--- src/rtl/zuc_sched_pkg.sv ---
// Shared widths and FSM encoding for the zuc keystream-core scheduler.
package zuc_sched_pkg;

  localparam int ZUC_KEY_W  = 128;
  localparam int ZUC_IV_W   = 128;
  localparam int ZUC_WORD_W = 32;

  typedef enum logic [1:0] {
    ST_IDLE   = 2'd0,
    ST_INIT   = 2'd1,
    ST_STREAM = 2'd2
  } state_t;

endpackage

--- src/rtl/zuc_rr_arb.sv ---
// Round-robin arbiter: the first requester at or after i_ptr (wrapping) wins.
module zuc_rr_arb #(
  parameter  int NUM_CH = 4,
  localparam int IDX_W  = (NUM_CH > 1) ? $clog2(NUM_CH) : 1
) (
  input  logic [NUM_CH-1:0] i_req,
  input  logic [IDX_W-1:0]  i_ptr,
  output logic [NUM_CH-1:0] o_gnt,
  output logic [IDX_W-1:0]  o_idx,
  output logic              o_any
);

  int               w_c;
  logic [IDX_W-1:0] w_sel;

  always_comb begin
    o_gnt = '0;
    o_idx = '0;
    o_any = 1'b0;
    w_c   = 0;
    w_sel = '0;
    for (int k = 0; k < NUM_CH; k++) begin
      w_c = int'(i_ptr) + k;
      if (w_c >= NUM_CH) w_c = w_c - NUM_CH;
      w_sel = IDX_W'(w_c);
      if (!o_any && i_req[w_sel]) begin
        o_any        = 1'b1;
        o_gnt[w_sel] = 1'b1;
        o_idx        = w_sel;
      end
    end
  end

endmodule

--- src/rtl/zuc_sched.sv ---
// Shares one zuc keystream core between NUM_CH requesters, one job at a time,
// streaming each job's words to a single channel-tagged output.
module zuc_sched
  import zuc_sched_pkg::*;
#(
  parameter  int NUM_CH = 4,
  parameter  int LEN_W  = 16,
  localparam int IDX_W  = (NUM_CH > 1) ? $clog2(NUM_CH) : 1
) (
  input  logic                        i_clk,
  input  logic                        i_rst_n,
  input  logic [NUM_CH-1:0]           i_req_valid,
  output logic [NUM_CH-1:0]           o_req_ready,
  input  logic [NUM_CH*ZUC_KEY_W-1:0] i_req_key,
  input  logic [NUM_CH*ZUC_IV_W-1:0]  i_req_iv,
  input  logic [NUM_CH*LEN_W-1:0]     i_req_len,
  output logic                        o_m_valid,
  input  logic                        i_m_ready,
  output logic [ZUC_WORD_W-1:0]       o_m_data,
  output logic [IDX_W-1:0]            o_m_chan,
  output logic                        o_m_last,
  output logic                        o_z_s_valid,
  output logic                        o_z_s_init,
  input  logic                        i_z_s_ready,
  output logic [ZUC_KEY_W-1:0]        o_z_s_key,
  output logic [ZUC_IV_W-1:0]         o_z_s_iv,
  input  logic                        i_z_m_valid,
  output logic                        o_z_m_ready,
  input  logic [ZUC_WORD_W-1:0]       i_z_m_data,
  output state_t                      o_dbg_state
);

  // Handshakes: a transfer happens on a rising edge where valid && ready;
  // valid never depends on ready, and a raised valid holds its payload until taken.

  state_t                r_state, w_state_nxt;
  logic [IDX_W-1:0]      r_ptr;
  logic [LEN_W-1:0]      r_cnt;
  logic [ZUC_KEY_W-1:0]  r_key;
  logic [ZUC_IV_W-1:0]   r_iv;
  logic [LEN_W-1:0]      r_len;
  logic [IDX_W-1:0]      r_chan;
  logic [NUM_CH-1:0]     r_req_ready;

  logic [NUM_CH-1:0]     w_gnt;
  logic [IDX_W-1:0]      w_idx;
  logic                  w_any;
  logic                  w_grant;
  logic                  w_beat;
  logic [LEN_W-1:0]      w_len_sel;

  zuc_rr_arb #(.NUM_CH(NUM_CH)) u_arb (
    .i_req (i_req_valid),
    .i_ptr (r_ptr),
    .o_gnt (w_gnt),
    .o_idx (w_idx),
    .o_any (w_any)
  );

  // A grant is suppressed while the previous req_ready pulse is still out, so a
  // requester that has not yet seen its accept cannot be granted twice.
  assign w_grant   = (r_state == ST_IDLE) && w_any && (r_req_ready == '0);
  assign w_len_sel = i_req_len[int'(w_idx)*LEN_W +: LEN_W];
  assign w_beat    = (r_state == ST_STREAM) && i_z_m_valid && i_m_ready;

  always_ff @(posedge i_clk or negedge i_rst_n) begin
    if (!i_rst_n) r_state <= ST_IDLE;
    else          r_state <= w_state_nxt;
  end

  always_comb begin
    w_state_nxt = r_state;
    o_z_s_valid = 1'b0;
    o_z_s_init  = 1'b0;
    o_m_valid   = 1'b0;
    o_z_m_ready = 1'b0;
    o_m_data    = '0;
    o_m_last    = 1'b0;
    case (r_state)
      ST_IDLE: begin
        if (w_grant && (w_len_sel != '0)) w_state_nxt = ST_INIT;
      end
      ST_INIT: begin
        o_z_s_valid = 1'b1;
        o_z_s_init  = 1'b1;
        if (i_z_s_ready) w_state_nxt = ST_STREAM;
      end
      ST_STREAM: begin
        o_z_s_valid = 1'b1;
        o_m_valid   = i_z_m_valid;
        o_m_data    = i_z_m_data;
        o_z_m_ready = i_m_ready;
        o_m_last    = (r_cnt == r_len - LEN_W'(1));
        if (w_beat && o_m_last) w_state_nxt = ST_IDLE;
      end
      default: w_state_nxt = ST_IDLE;
    endcase
  end

  always_ff @(posedge i_clk or negedge i_rst_n) begin
    if (!i_rst_n) begin
      r_ptr       <= '0;
      r_cnt       <= '0;
      r_key       <= '0;
      r_iv        <= '0;
      r_len       <= '0;
      r_chan      <= '0;
      r_req_ready <= '0;
    end else begin
      r_req_ready <= w_grant ? w_gnt : '0;
      if (w_grant) begin
        r_key  <= i_req_key[int'(w_idx)*ZUC_KEY_W +: ZUC_KEY_W];
        r_iv   <= i_req_iv[int'(w_idx)*ZUC_IV_W +: ZUC_IV_W];
        r_len  <= w_len_sel;
        r_chan <= w_idx;
        r_ptr  <= (int'(w_idx) == NUM_CH - 1) ? '0 : w_idx + IDX_W'(1);
      end
      if ((r_state == ST_INIT) && i_z_s_ready) r_cnt <= '0;
      else if (w_beat)                         r_cnt <= r_cnt + LEN_W'(1);
    end
  end

  assign o_req_ready = r_req_ready;
  assign o_m_chan    = r_chan;
  assign o_z_s_key   = r_key;
  assign o_z_s_iv    = r_iv;
  assign o_dbg_state = r_state;

endmodule

--- config.mk ---
export PLATFORM = sky130hd
export DESIGN_NAME = zuc_sched
export DESIGN_NICKNAME = d
export VERILOG_FILES = /design/src/rtl/zuc_sched_pkg.sv /design/src/rtl/zuc_rr_arb.sv /design/src/rtl/zuc_sched.sv
export SDC_FILE = /design/constraint.sdc
export NUM_CORES = 1
export LEC_CHECK = 0
export ABC_AREA = 1
export CORE_AREA = 2 2 555 557
export DETAILED_ROUTE_END_ITERATION = 7
export DIE_AREA = 0 0 557 559
export PLACE_DENSITY = 0.3
export SYNTH_ARGS = -nofsm -noshare
export SYNTH_HDL_FRONTEND = slang
export SYNTH_HIERARCHICAL = 1
export SYNTH_SLANG_ARGS = --single-unit
export TNS_END_PERCENT = 20
--- constraint.sdc ---
create_clock -name i_clk -period 6.27 [get_ports i_clk]
set_clock_uncertainty 0.05 [all_clocks]
set_input_delay 0.9405 -clock i_clk [delete_from_list [all_inputs] [get_ports i_clk]]
set_output_delay 0.9405 -clock i_clk [all_outputs]
set_load 0.02 [all_outputs]
== Word-level counts from Yosys, hierarchy flattened ==
Index checks and enable logic that the tools add are counted.

* Register bits after elaboration: 298
* Output and inout port bits: 301
* Logic and storage cells: 112
* Input bits: 1,129

* Shift-type cells: 3
* Magnitude comparators: 12
* Reduce and logical (&&, ||, !) cells: 23
* Equal/unequal tests: 7
* Add/subtract/negate cells: 10
* Muxes and demuxes: 46
* Bitwise logic cells: 3

{| class="wikitable"
|+ Operators by type and width
! cell !! count
|-
| indexed part select 512 x 10 -> 128 bit || 2
|-
| indexed part select 64 x 7 -> 16 bit || 1
|-
| 2-to-1 mux 16 bit || 2
|-
| 2-to-1 mux 32 bit || 1
|-
| 2-to-1 mux 2 bit || 12
|-
| 2-to-1 mux 4 bit || 5
|-
| 2-to-1 mux 1 bit || 17
|-
| adder 16 x 1 -> 16 bit, second input constant || 1
|-
| equality test 16 bit || 1
|-
| nonzero test 16 bit || 1
|-
| subtractor 16 x 1 -> 16 bit, second input constant || 1
|-
| logical AND 1 bit || 14
|-
| less-than comparator 2 x 3 -> 1 bit, second input constant || 4
|-
| bitwise OR 4 bit || 3
|-
| >= comparator 3 bit, second input constant || 3
|-
| binary-select mux 1 bit (select 2 bit) || 4
|-
| demux 1 bit (select 2 bit) || 4
|-
| >= comparator 2 x 1 -> 1 bit, second input constant || 4
|-
| subtractor 2 x 1 -> 2 bit, second input constant || 4
|-
| adder 2 x 2 -> 3 bit, second input constant || 2
|-
| one-hot mux 2 bit (3 select lines) || 1
|-
| equality test 2 x 1 -> 1 bit, second input constant || 2
|-
| zero test 4 bit || 1
|-
| != test 2 x 1 -> 1 bit, second input constant || 2
|-
| 10 further kinds || 12
|}

== Logic depth before layout (Yosys ltp) ==
Gate-level depths: netlist of run 1.

* Word-level depth: 19
* Gate-level depth with buffers: 23
* Mapped depth without buffers: 20

== Hierarchy ==
Netlist of run 1, hierarchy kept.

{| class="wikitable"
|+ By module, submodules not included
! module !! times used !! sequential area each (µm²) !! cells an instance !! area an instance (µm²)
|-
| zuc_sched || 1 || 7,457.2 || 3,092 || 19,672.6
|-
| zuc_rr_arb || 1 || 0.0 || 74 || 440.4
|}

== Worst setup path after synthesis of run 1 ==
No wires, ideal clock.

* Kind: input-to-reg
* Start point: input port i_req_valid[3]
* End point: register r_state[0] (netlist: o_dbg_state[0])
* Data arrival time: 2.807 ns
* Stages on the path: 21
* Path buffers: 3
* Path slack: 3.296 ns
* Data required time: 6.103 ns
* Library setup time: 0.117 ns
* Path through: inv_1 -> nand2_1 -> nand3_4 -> nand2_4 -> nor2_1 -> a21oi_1 -> nand3_1 -> buf_4 -> buf_6 -> buf_6 -> nand2_1 -> nand3_1 -> nand2_1 -> nand2_1 -> inv_1 -> nand4_1 -> o21ai_1 -> a21oi_1 -> nand2_1 -> nand2_1 -> nand2_1

* Word-level cells in the longest chain between the ends: 17
* Elaborated cells between the ends (all ways): 29
* Those cells by class: 1 x eq/ne; 1 x shift; 16 x mux; 11 x reduce/logical

{| class="wikitable"
|+ Ends and longest elaborated chain
! item !! RTL line !! text
|-
| start: declaration || zuc_sched.sv:12 || <nowiki>input logic [NUM_CH-1:0] i_req_valid,</nowiki>
|-
| binary-select mux 1 bit (select 2 bit) || zuc_rr_arb.sv:26 || <nowiki>if (!o_any && i_req[w_sel]) begin</nowiki>
|-
| 2-to-1 mux 1 bit (implied by the code) || zuc_rr_arb.sv:26 ||
|-
| 2-to-1 mux 1 bit || zuc_rr_arb.sv:26 ||
|-
| zero test 1 bit || zuc_rr_arb.sv:26 ||
|-
| logical AND 1 bit || zuc_rr_arb.sv:26 ||
|-
| 2-to-1 mux 1 bit || zuc_rr_arb.sv:26 ||
|-
| zero test 1 bit || zuc_rr_arb.sv:26 ||
|-
| logical AND 1 bit || zuc_rr_arb.sv:26 ||
|-
| [2 not listed] || -- ||
|-
| logical AND 1 bit || zuc_rr_arb.sv:26 ||
|-
| 2-to-1 mux 2 bit * || zuc_rr_arb.sv:26 ||
|-
| named net w_idx[0] || zuc_sched.sv:46 || <nowiki>logic [IDX_W-1:0] w_idx;</nowiki>
|-
| indexed part select 64 x 7 -> 16 bit * || zuc_sched.sv:63 || <nowiki>assign w_len_sel = i_req_len[int'(w_idx)*LEN_W +: LEN_W];</nowiki>
|-
| nonzero test 16 bit * || zuc_sched.sv:81 || <nowiki>if (w_grant && (w_len_sel != '0)) w_state_nxt = ST_INIT;</nowiki>
|-
| logical AND 1 bit * || zuc_sched.sv:81 ||
|-
| != test 2 x 1 -> 1 bit (no line) * || -- ||
|-
| AND reduction 3 bit (no line) * || -- ||
|-
| end signal: assignment || zuc_sched.sv:68 || <nowiki>else r_state <= w_state_nxt;</nowiki>
|-
| end: declaration || zuc_sched.sv:36 || <nowiki>state_t r_state, w_state_nxt;</nowiki>
|}

Mark *: on every way through the listed nets, which the timed path passes. The rest lies on a longest branch. The select of a mux whose other input is x is not followed.
A chain may end at the register's enable or synchronous reset.

== Worst setup path after layout of run 1 ==
* Start point: register r_len[0]
* End point: output port o_m_last

* Word-level cells in the longest chain between the ends: 3

{| class="wikitable"
|+ Ends and longest elaborated chain
! item !! RTL line !! text
|-
| start: declaration || zuc_sched.sv:41 || <nowiki>logic [LEN_W-1:0] r_len;</nowiki>
|-
| start signal: assignment || zuc_sched.sv:114 || <nowiki>r_len <= w_len_sel;</nowiki>
|-
| subtractor 16 x 1 -> 16 bit || zuc_sched.sv:93 || <nowiki>o_m_last = (r_cnt == r_len - LEN_W'(1));</nowiki>
|-
| equality test 16 bit || zuc_sched.sv:93 ||
|-
| 2-to-1 mux 1 bit || zuc_sched.sv:79 || <nowiki>case (r_state)</nowiki>
|-
| end: declaration || zuc_sched.sv:21 || <nowiki>output logic o_m_last,</nowiki>
|}

Every way passes these cells.

==> impl_summary.md, run 1 <==
Timing
The setup slack after layout is just under 2 ns. The total negative setup slack is 0 ns. The final number of max-transition violations came to 0. The worst path uses between 60% and 70% of the clock period. Static timing analysis puts the maximum clock frequency at 233 MHz. The hold violation total from the final report is 0. After layout, the minimum clock period comes to 4.29 ns. In this run the tightest slew margin relative to its limit is between 20 and 30%.

Setup repair after global routing left no endpoint under its margin. The count of endpoints failing setup in the final report is 0. The slew at the pin closest to its max-slew limit is approximately 1.1 ns.

Placement
The quantity of I/O buffers inserted on ports is between 1,000 and 1,500. In this run the cell area measured after placement is approximately 39,000 µm². The congestion estimate from routability-driven global placement came to 0.863. The half-perimeter wire length after detailed placement is ~180,000 µm.

Prior to clock tree synthesis, the placed netlist has a worst setup slack of ~1.6 ns. The number of instances in the placed design is about 8,500.

Clock network
After clock tree synthesis, the clock-pin slew on the worst setup and hold paths is 0.06 ns. The longest clock path from root to sink contains 3 buffers. The clock tree from TritonCTS is done. Clock tree synthesis selected as its root buffer the cell sky130_fd_sc_hd__clkbuf_16.

The number of buffers inserted during clock tree synthesis is 50. In this run, post-CTS hold repair placed 0 buffers. The latest clock arrival within the worst-skew pair is between 0.6 and 0.7 ns.

In this run, post-CTS repair resized a total of 0 instances. The clock tree synthesis step divided the H-tree into 2 levels. The number of clock sinks is 298.

The number of buffers inserted to repair setup after CTS is 0.

Setup path
The required time reported for the critical path endpoint is between 5 and 6 ns. The type of the worst setup path is reg2out. The most used cell along the critical path is sky130_fd_sc_hd__nor2_1. The critical path goes through inv_1, ha_1, nand2_1, nor2_1, nand2_1, nor2_1, nor2_1, nor2_1, nand2_1, nor2_1, and3_1, clkdlybuf4s50_1.

The kind of cell with the highest combined delay along the critical path is simple AND/OR/NAND/NOR gates. The arrival time of the worst setup path is roughly 3.3 ns. The count of buffer and inverter cells on the critical path is 2. The worst setup path is captured at a primary output. The cell type of the slowest stage on the worst timing path is sky130_fd_sc_hd__clkdlybuf4s50_1. The reg2reg setup slack is between 1.5 and 2 ns.

The biggest cell delay along the critical path is 0.68 ns. STA classifies the critical path startpoint as a flip-flop. Along the worst path, the maximum fanout reaches 3.

Status
The run finished with clean final reports.

Pwr
The maximum vdd drop is approximately 0.72 mV. The portion of total power attributed to the clock network is 10.7%. Cell internal power was estimated by the tool at about 0.012 W.

The sequential fraction of design power is 12.1%. The analysis attributes to cell leakage a power of around 16 nW. Combinational logic is responsible for approximately 77% of the overall power. The total power density per cell area is around 740 nW/µm².

Net switching is approximately 61% of the power. The analysis attributes to net switching a power of approximately 0.018 W.

Yosys
Counting flops with a built-in enable in the synthesized netlist gives 0. The flip-flop cell with the highest count after synthesis is sky130_fd_sc_hd__dfrtp_1. The post-synthesis cell area is about 20,000 µm². In this run the mean area of a mapped cell was 6.35 µm². By area the synthesized netlist is led by sky130_fd_sc_hd__dfrtp_1 (37%), sky130_fd_sc_hd__nand2_1 (19%), sky130_fd_sc_hd__o21ai_0 (13%), sky130_fd_sc_hd__nor2_1 (10%), sky130_fd_sc_hd__o22ai_1 (8.0%). When the netlist entered floorplanning its net count stood at ~4,300. Counting instances in the post-synthesis netlist gives the leading cell types as sky130_fd_sc_hd__nand2_1 (1,008), sky130_fd_sc_hd__nor2_1 (561), sky130_fd_sc_hd__o21ai_0 (541). The largest area contributor in the synthesized netlist is sky130_fd_sc_hd__dfrtp_1.

The number of different library cells used by synthesis comes to 38. Yosys printed 6 warnings. The most common cell in the synthesized netlist is sky130_fd_sc_hd__nand2_1. The proportion of netlist area held by the largest area contributor is 37.1%. The number of synthesized register bits is 298. In the synthesized netlist the async set-or-reset flop fraction comes to 100%. For this run, the register share of the synthesized area comes to a little under two fifths. Synthesis handed over a netlist of roughly 3,200 instances.

Die
The core region area is approximately 310,000 µm². The die boundary width is 557 µm. The I/O pin count is roughly 1,400. From bottom edge to top edge, the die measures about 560 µm. The die covers 311,000 µm². In this run the core area contains between 200 and 250 standard-cell rows. The effective utilization at floorplan is 6.59%.

Finish
The area of all placed cells without fillers is just over 40,000 µm². The layout has 35,100 filler cells. The utilization of the core after routing is between 10 and 15%. From synthesis to final layout, the design area changed by 104%. The post-route netlist has a little over 4% of its cells at a drive strength greater than 1. The finished layout holds ~8,600 standard cells, fillers aside. The post-layout net count is between 5,000 and 6,000.

GRT
Entering global routing, the biggest net connects between 100 and 150 pins. The first global-routing pass estimated between 200,000 and 300,000 µm of wire. The via count of the first global-routing pass is between 20,000 and 30,000. In the global route stage, overall resource usage came out at about an eighth. The initial antenna violation count is 68.

Global routing finished with a remaining overflow of 0.

Route
For this run, design rule violations remaining after detail routing come to 0. Dividing the detail-routed wire length by the instance count gives 24.9 µm. The final antenna-violating net count is 0. For this block, the via count after detailed routing is ~28,000. Wires add up to ~210,000 µm. The first detailed-routing pass took 7 iterations.

After detailed routing, the number of vias per cell comes to approximately 3.2. The violation count after the first detailed-routing iteration is 1,589.

Job
The count of maximum capacitance violations is 0.

Worst hold path
The path category of the worst min-delay check is in2async.
area by class of cell:
cell class | count | area, µm² | share of cell area (%)
flip-flops and latches | 298 | 7460 | 18.1
well taps | 4100 | 5130 | 12.5
repair buffers | 1489 | 15000 | 36.4
multi-input cells | 2528 | 11300 | 27.5
diodes | 16 | 40.0 | 0.0974
inverters | 93 | 372 | 0.904
clock buffers | 71 | 1490 | 3.63
clock inverters | 23 | 353 | 0.858
per-layer routing:
metal  routed length [µm]  vias up  GRT usage, %
li1                     -    13100             -
met1                84800    13300          14.9
met2               104000     1227          23.4
met3                19600      211          4.85
met4                 5580       26          3.00
met5                  170        -             0
worst reg2reg max path, delay by kind of cell (launching register included):
kind,cells,cell delay [ns]
AOI/OAI and AO/OA,3,0.93
adders and majority gates,1,0.40
buffers and inverters,4,1.55
DFF,1,0.57
and+or+nand+nor,6,0.72
power by group through the flow:
stage                     Combinational (W)  Sequential [W]  Clock (W)
after detailed placement             0.0242         0.00372          0
after floorplan                      0.0112         0.00450          0
final                                0.0234         0.00368    0.00324
after global routing                 0.0260         0.00382    0.00347
after global placement               0.0243         0.00373          0
after CTS                            0.0243         0.00372    0.00344
sequential cells by signal, indices dropped and copies added (netlist names):
register / count
r_len: 16
o_m_chan: 2
o_dbg_state: 2
o_z_s_key: 128
o_z_s_iv: 128
r_cnt: 16
o_req_ready: 4
r_ptr: 2
cell families (layout without fill, tap and decap cells):
logic type | Yosys count | count (layout) | synth area share (%)
adders and majority gates | 12 | 12 | 0.746
and+or+nand+nor | 1679 | 1679 | 32.6
xor gates and xnor gates | 10 | 10 | 0.435
DFF | 298 | 298 | 37.1
AOI/OAI and AO/OA | 827 | 827 | 22.3
other | 0 | 16 | 0
buffers and inverters | 340 | 1676 | 6.87
cells in the final DEF (no fill, tap or decap), drive strengths merged:
cell,instances
a21boi,4
diode,16
o21bai,1
o22ai,256
bufinv,9
buf,61
nand3b,1
nand3,67
o21ai,543
or2,1
o21a,1
nor3b,1
nor2,568
and3,1
dfrtp,298
xnor2,5
clkinvlp,2
clkdlybuf4s50,1428
nor3,5
xor2,5
nor4,2
clkbuf,71
clkinv,11
and2,1
nand2,1022
a211oi,1
nand4,10
inv,94
o31ai,1
ha,12
a21oi,20
final timing paths:
kind | start | to | cells after the start
max | r_len[0]$_DFFE_PN0P_ | o_m_last | 12
min | i_rst_n | o_z_s_key[96]$_DFFE_PN0P_ | 1
max reg2reg | r_ptr[0]$_DFFE_PN0P_ | o_z_s_iv[83]$_DFFE_PN0P_ | 14
min reg2reg | o_z_s_iv[51]$_DFFE_PN0P_ | o_z_s_iv[51]$_DFFE_PN0P_ | 2
max in group asynchronous | i_rst_n | o_z_s_key[61]$_DFFE_PN0P_ | 2
min in group i_clk | o_z_s_iv[51]$_DFFE_PN0P_ | o_z_s_iv[51]$_DFFE_PN0P_ | 2
through the flow:
| step | power [W] | hold WS (ns) |
|---|---|---|
| after floorplan | 0.0157 | 0.423 |
| after detailed placement | 0.0279 | 0.409 |
| final | 0.0303 | 0.179 |
| after global routing | 0.0332 | 0.182 |
| after CTS | 0.0315 | 0.149 |
| after global placement | 0.0280 | 0.406 |
Note: power is estimated with default switching activity, not from simulation.
==> inputs of run 2 (changes only) <==
--- a/config.mk
+++ b/config.mk
@@ -6,9 +6,9 @@
 export NUM_CORES = 1
 export LEC_CHECK = 0
 export ABC_AREA = 1
-export CORE_AREA = 2 2 555 557
+export CORE_AREA = 2 2 560 562
 export DETAILED_ROUTE_END_ITERATION = 7
-export DIE_AREA = 0 0 557 559
+export DIE_AREA = 0 0 562 564
 export PLACE_DENSITY = 0.3
 export SYNTH_ARGS = -nofsm -noshare
 export SYNTH_HDL_FRONTEND = slang
==> constraint.sdc (replaced) <==
create_clock -name i_clk -period 3.72 [get_ports i_clk]
set_clock_uncertainty 0.05 [all_clocks]
set_input_delay 0.558 -clock i_clk [delete_from_list [all_inputs] [get_ports i_clk]]
set_output_delay 0.558 -clock i_clk [all_outputs]
set_load 0.02 [all_outputs]
==> run 2 against run 1 <==
Combinational power grew 88%; via count grew 2.3%; die area is 1.8% higher; first-iteration DRC count shrank 3.0%; sequential share of layout area shrank 0.74 points; sequential power up 69%; global-route usage fell by 0.35 points; critical path depth fell by 6; core utilization up 0.31 points; worst hold slack better by 0.24 ns; largest cell class unchanged; largest power group unchanged; highest routed layer unchanged.
==> impl_summary.md, run 2 (synthesis results as in run 1) <==
Setup path
The worst setup path is of the reg2out kind. The worst setup path is launched from a flip-flop. The cell that appears most often on the critical path is sky130_fd_sc_hd__inv_1. The signal on the critical path passes through inv_1, ha_1, buf_12, nand2_1, inv_1, clkdlybuf4s50_1. The worst register-to-register path begins at r_ptr[0]$_DFFE_PN0P_. The arrival time of the worst setup path is 2.86 ns (-0.44 ns). The reg2reg setup slack was 0.28 ns (-1.71 ns).

The count of buffer and inverter cells on the critical path was 4 (+2). The cell type of the slowest stage on the worst timing path is sky130_fd_sc_hd__clkdlybuf4s50_1. The required time reported for the critical path endpoint is 3.11 ns (-2.17 ns). The biggest cell delay along the critical path is 0.68 ns (about the same).

The peak fanout along the critical path is 33 (+30). The critical path endpoint category is a primary output. The beginning of the critical path is o_dbg_state[0]$_DFFE_PN0P_. The kind of cell with the highest combined delay along the critical path is buffers and inverters.

Worst hold path
The critical hold path startpoint is o_z_s_key[34]$_DFFE_PN0P_. In this run the worst hold path is classified as reg2reg.

Pwr
The maximum vdd drop is 0.859 mV (+20%). The total chip power is 0.0551 W (+82%). The static leakage is 17.3 nW (+6.3%). The total power density per cell area is 1290 nW/µm² (+74%).

Finish
Leaving out fill and tap cells, the most frequent cell in the layout is sky130_fd_sc_hd__clkdlybuf4s50_1. The total area of multi-input combinational cells is 11,300 µm² (about the same). The utilization of the core after routing is 13.8% (+0.31 points).

The area growth from synthesis to layout is 113%. The sequential cell area is 7460 µm² (unchanged). The post-layout net count is 5,808 (+3.7%). The share of final-layout standard cells stronger than drive strength 1 is 8.21% (+4.2 points). The filler cell count is 36,000 (+2.4%). The library cells used most frequently in the layout, excluding fill and tap cells, are sky130_fd_sc_hd__clkdlybuf4s50_1 (1,427), sky130_fd_sc_hd__nand2_1 (1,008), sky130_fd_sc_hd__nor2_1 (559), sky130_fd_sc_hd__o21ai_0 (539), sky130_fd_sc_hd__dfrtp_1 (298).

Placement
The final estimated routing congestion in global placement is 0.903 (+4.6%). The half-perimeter wire length after detailed placement came to 183,000 µm (+2.7%). The quantity of I/O buffers inserted on ports is 1,429 (unchanged).

Timing
The count of endpoints failing setup in the final report is 0 (unchanged). The tightest hold margin is 0.419 ns (+0.240 ns). The final number of max-transition violations is 0 (unchanged). The relative slew slack is 44.0% (+18 points).

Setup repair after global routing left no endpoint under its margin. The slew at the pin closest to its max-slew limit is 0.839 ns (-0.261 ns). Based on the critical path, the design can be clocked at up to 288 MHz. The post-layout minimum cycle time is around 3.5 ns. After layout, the worst path uses just over 90% of the clock period. The hold violation total from the final report is 0 (unchanged).

GRT
The overflow left after global routing is 0 (unchanged). The fraction of met2 tracks used by global routing is 22.8% (-0.58 points). The initial antenna violation count is 42 (-38%).

The maximum number of pins on one net before global-route repair is 60 (-43%). met2 is the most crowded layer. The total routing resource utilization after global routing is 12.9% (-0.35 points).

The via count of the first global-routing pass came to 30,400 (+3.1%). The wire length of the first global-routing pass is 279,000 µm (+0.16%). The global-route track usage on met1 is 14.5% (-0.41 points). The met3 track demand over resource is 4.39% (-0.46 points).

Die
The die boundary width was 562 µm (+0.90%). The I/O pin count was 1,430 (unchanged). The effective utilization at floorplan is 6.47% (-0.12 points). The core region area was 311,000 µm² (+1.9%).

The count of standard-cell rows is 205 (+0.99%). The height of the die is 564 µm (+0.89%). The die footprint was 317,000 µm² (+1.8%).

Clock network
The number of buffers inserted during clock tree synthesis is 47 (-6.0%). TritonCTS built the clock tree. The H-tree depth was 2 (unchanged). The number of buffers on the longest clock path is 3 (unchanged). The latest clock arrival within the worst-skew pair is 0.65 ns (about the same). The post-CTS clock slew at the launch and capture registers of the worst setup and hold paths was 0.05 ns (about the same). CTS placed an instance of sky130_fd_sc_hd__clkbuf_16 at the clock tree root. The number of clock sinks was 298 (unchanged).

Route
The total iterations of the first detailed-routing run is 5 (-2). The violation count after the first detailed-routing iteration is 1,542 (-3.0%). The DRC violation count after routing is 0 (unchanged). The via total after detailed routing came to 28,500 (+2.3%).

The post-detailed-route wirelength per cell is 24.0 µm (-3.4%). The final antenna-violating net count was 0 (unchanged). The average via count per standard cell is 3.22 (-0.55%). The total routed wirelength is 213,000 µm (-0.66%).

Job
The count of maximum capacitance violations is 0 (unchanged).

Status
The flow ran to the end, and the final reports show no timing, DRC or antenna violations.
[run 2: report_power, final]
group | total (W) | switching (W) | leakage, nW | internal, W
Clock | 0.00491 | 0.00194 | 0.807 | 0.00296
Combinational | 0.0440 | 0.0281 | 12.8 | 0.0158
Sequential | 0.00623 | 0.00121 | 3.69 | 0.00502
[run 2: layer usage]
| metal | up-vias | share of wire [%] |
|---|---|---|
| met2 | 1167 | 49 |
| li1 | 13500 | - |
| met5 | - | 0.041 |
| met1 | 13700 | 40 |
| met4 | 14 | 2.9 |
| met3 | 185 | 8.3 |
[run 2: path summary, 6_finish.rpt]
path,endpoint,cells past startpoint
worst max register to register,o_z_s_key[27]$_DFFE_PN0P_,16
min in group asynchronous,o_z_s_key[78]$_DFFE_PN0P_,2
worst min register to register,o_z_s_key[34]$_DFFE_PN0P_,2
worst max-delay path,o_m_data[24],6
max in group asynchronous,o_z_s_iv[97]$_DFFE_PN0P_,3
worst min-delay path,o_z_s_key[34]$_DFFE_PN0P_,2
[run 2: timing repair]
action,in CTS,in global routing
hold endpoints to repair,41,0
endpoints found under the setup margin,1,3
hold buffers,1,0
resized for setup,3,3
buffers inserted,0,0
[run 2: layout make-up]
type / count / share of cell area, %
Antenna cell: 21 / 0.123
Clock buffer: 64 / 3.18
Clock inverter: 20 / 0.616
Inverter: 93 / 0.867
Multi-Input combinational cell: 2528 / 26.4
Sequential cell: 298 / 17.4
Tap cell: 4140 / 12.1
Timing Repair Buffer: 1699 / 39.4
[run 2: per-stage QoR]
step	cell area [µm²]	TNS, ns	worst slack [ns]	cells
after floorplan	20100	0	0.820	3166
after global placement	41200	-0.883	-0.173	8757
after detailed placement	41200	-0.975	-0.176	8757
after CTS	42800	0	0.0227	8842
after global routing	42800	0	0.0679	8847
final	42900	0	0.252	8863
[run 2: worst reg2reg max path: stages (launching register included)]
cell	delay (ns)
sky130_fd_sc_hd__dfrtp_1	0.36
sky130_fd_sc_hd__inv_2	0.05
sky130_fd_sc_hd__ha_1	0.36
sky130_fd_sc_hd__inv_1	0.11
sky130_fd_sc_hd__nand3_1	0.10
sky130_fd_sc_hd__nand2_1	0.07
sky130_fd_sc_hd__nor2_2	0.25
sky130_fd_sc_hd__a21oi_1	0.16
sky130_fd_sc_hd__nand3_4	0.15
sky130_fd_sc_hd__buf_12	0.20
sky130_fd_sc_hd__buf_12	0.22
sky130_fd_sc_hd__buf_12	0.32
sky130_fd_sc_hd__buf_12	0.27
sky130_fd_sc_hd__o21ai_0	0.14
sky130_fd_sc_hd__o22ai_1	0.37
sky130_fd_sc_hd__nand2_1	0.12
sky130_fd_sc_hd__nand2_1	0.08
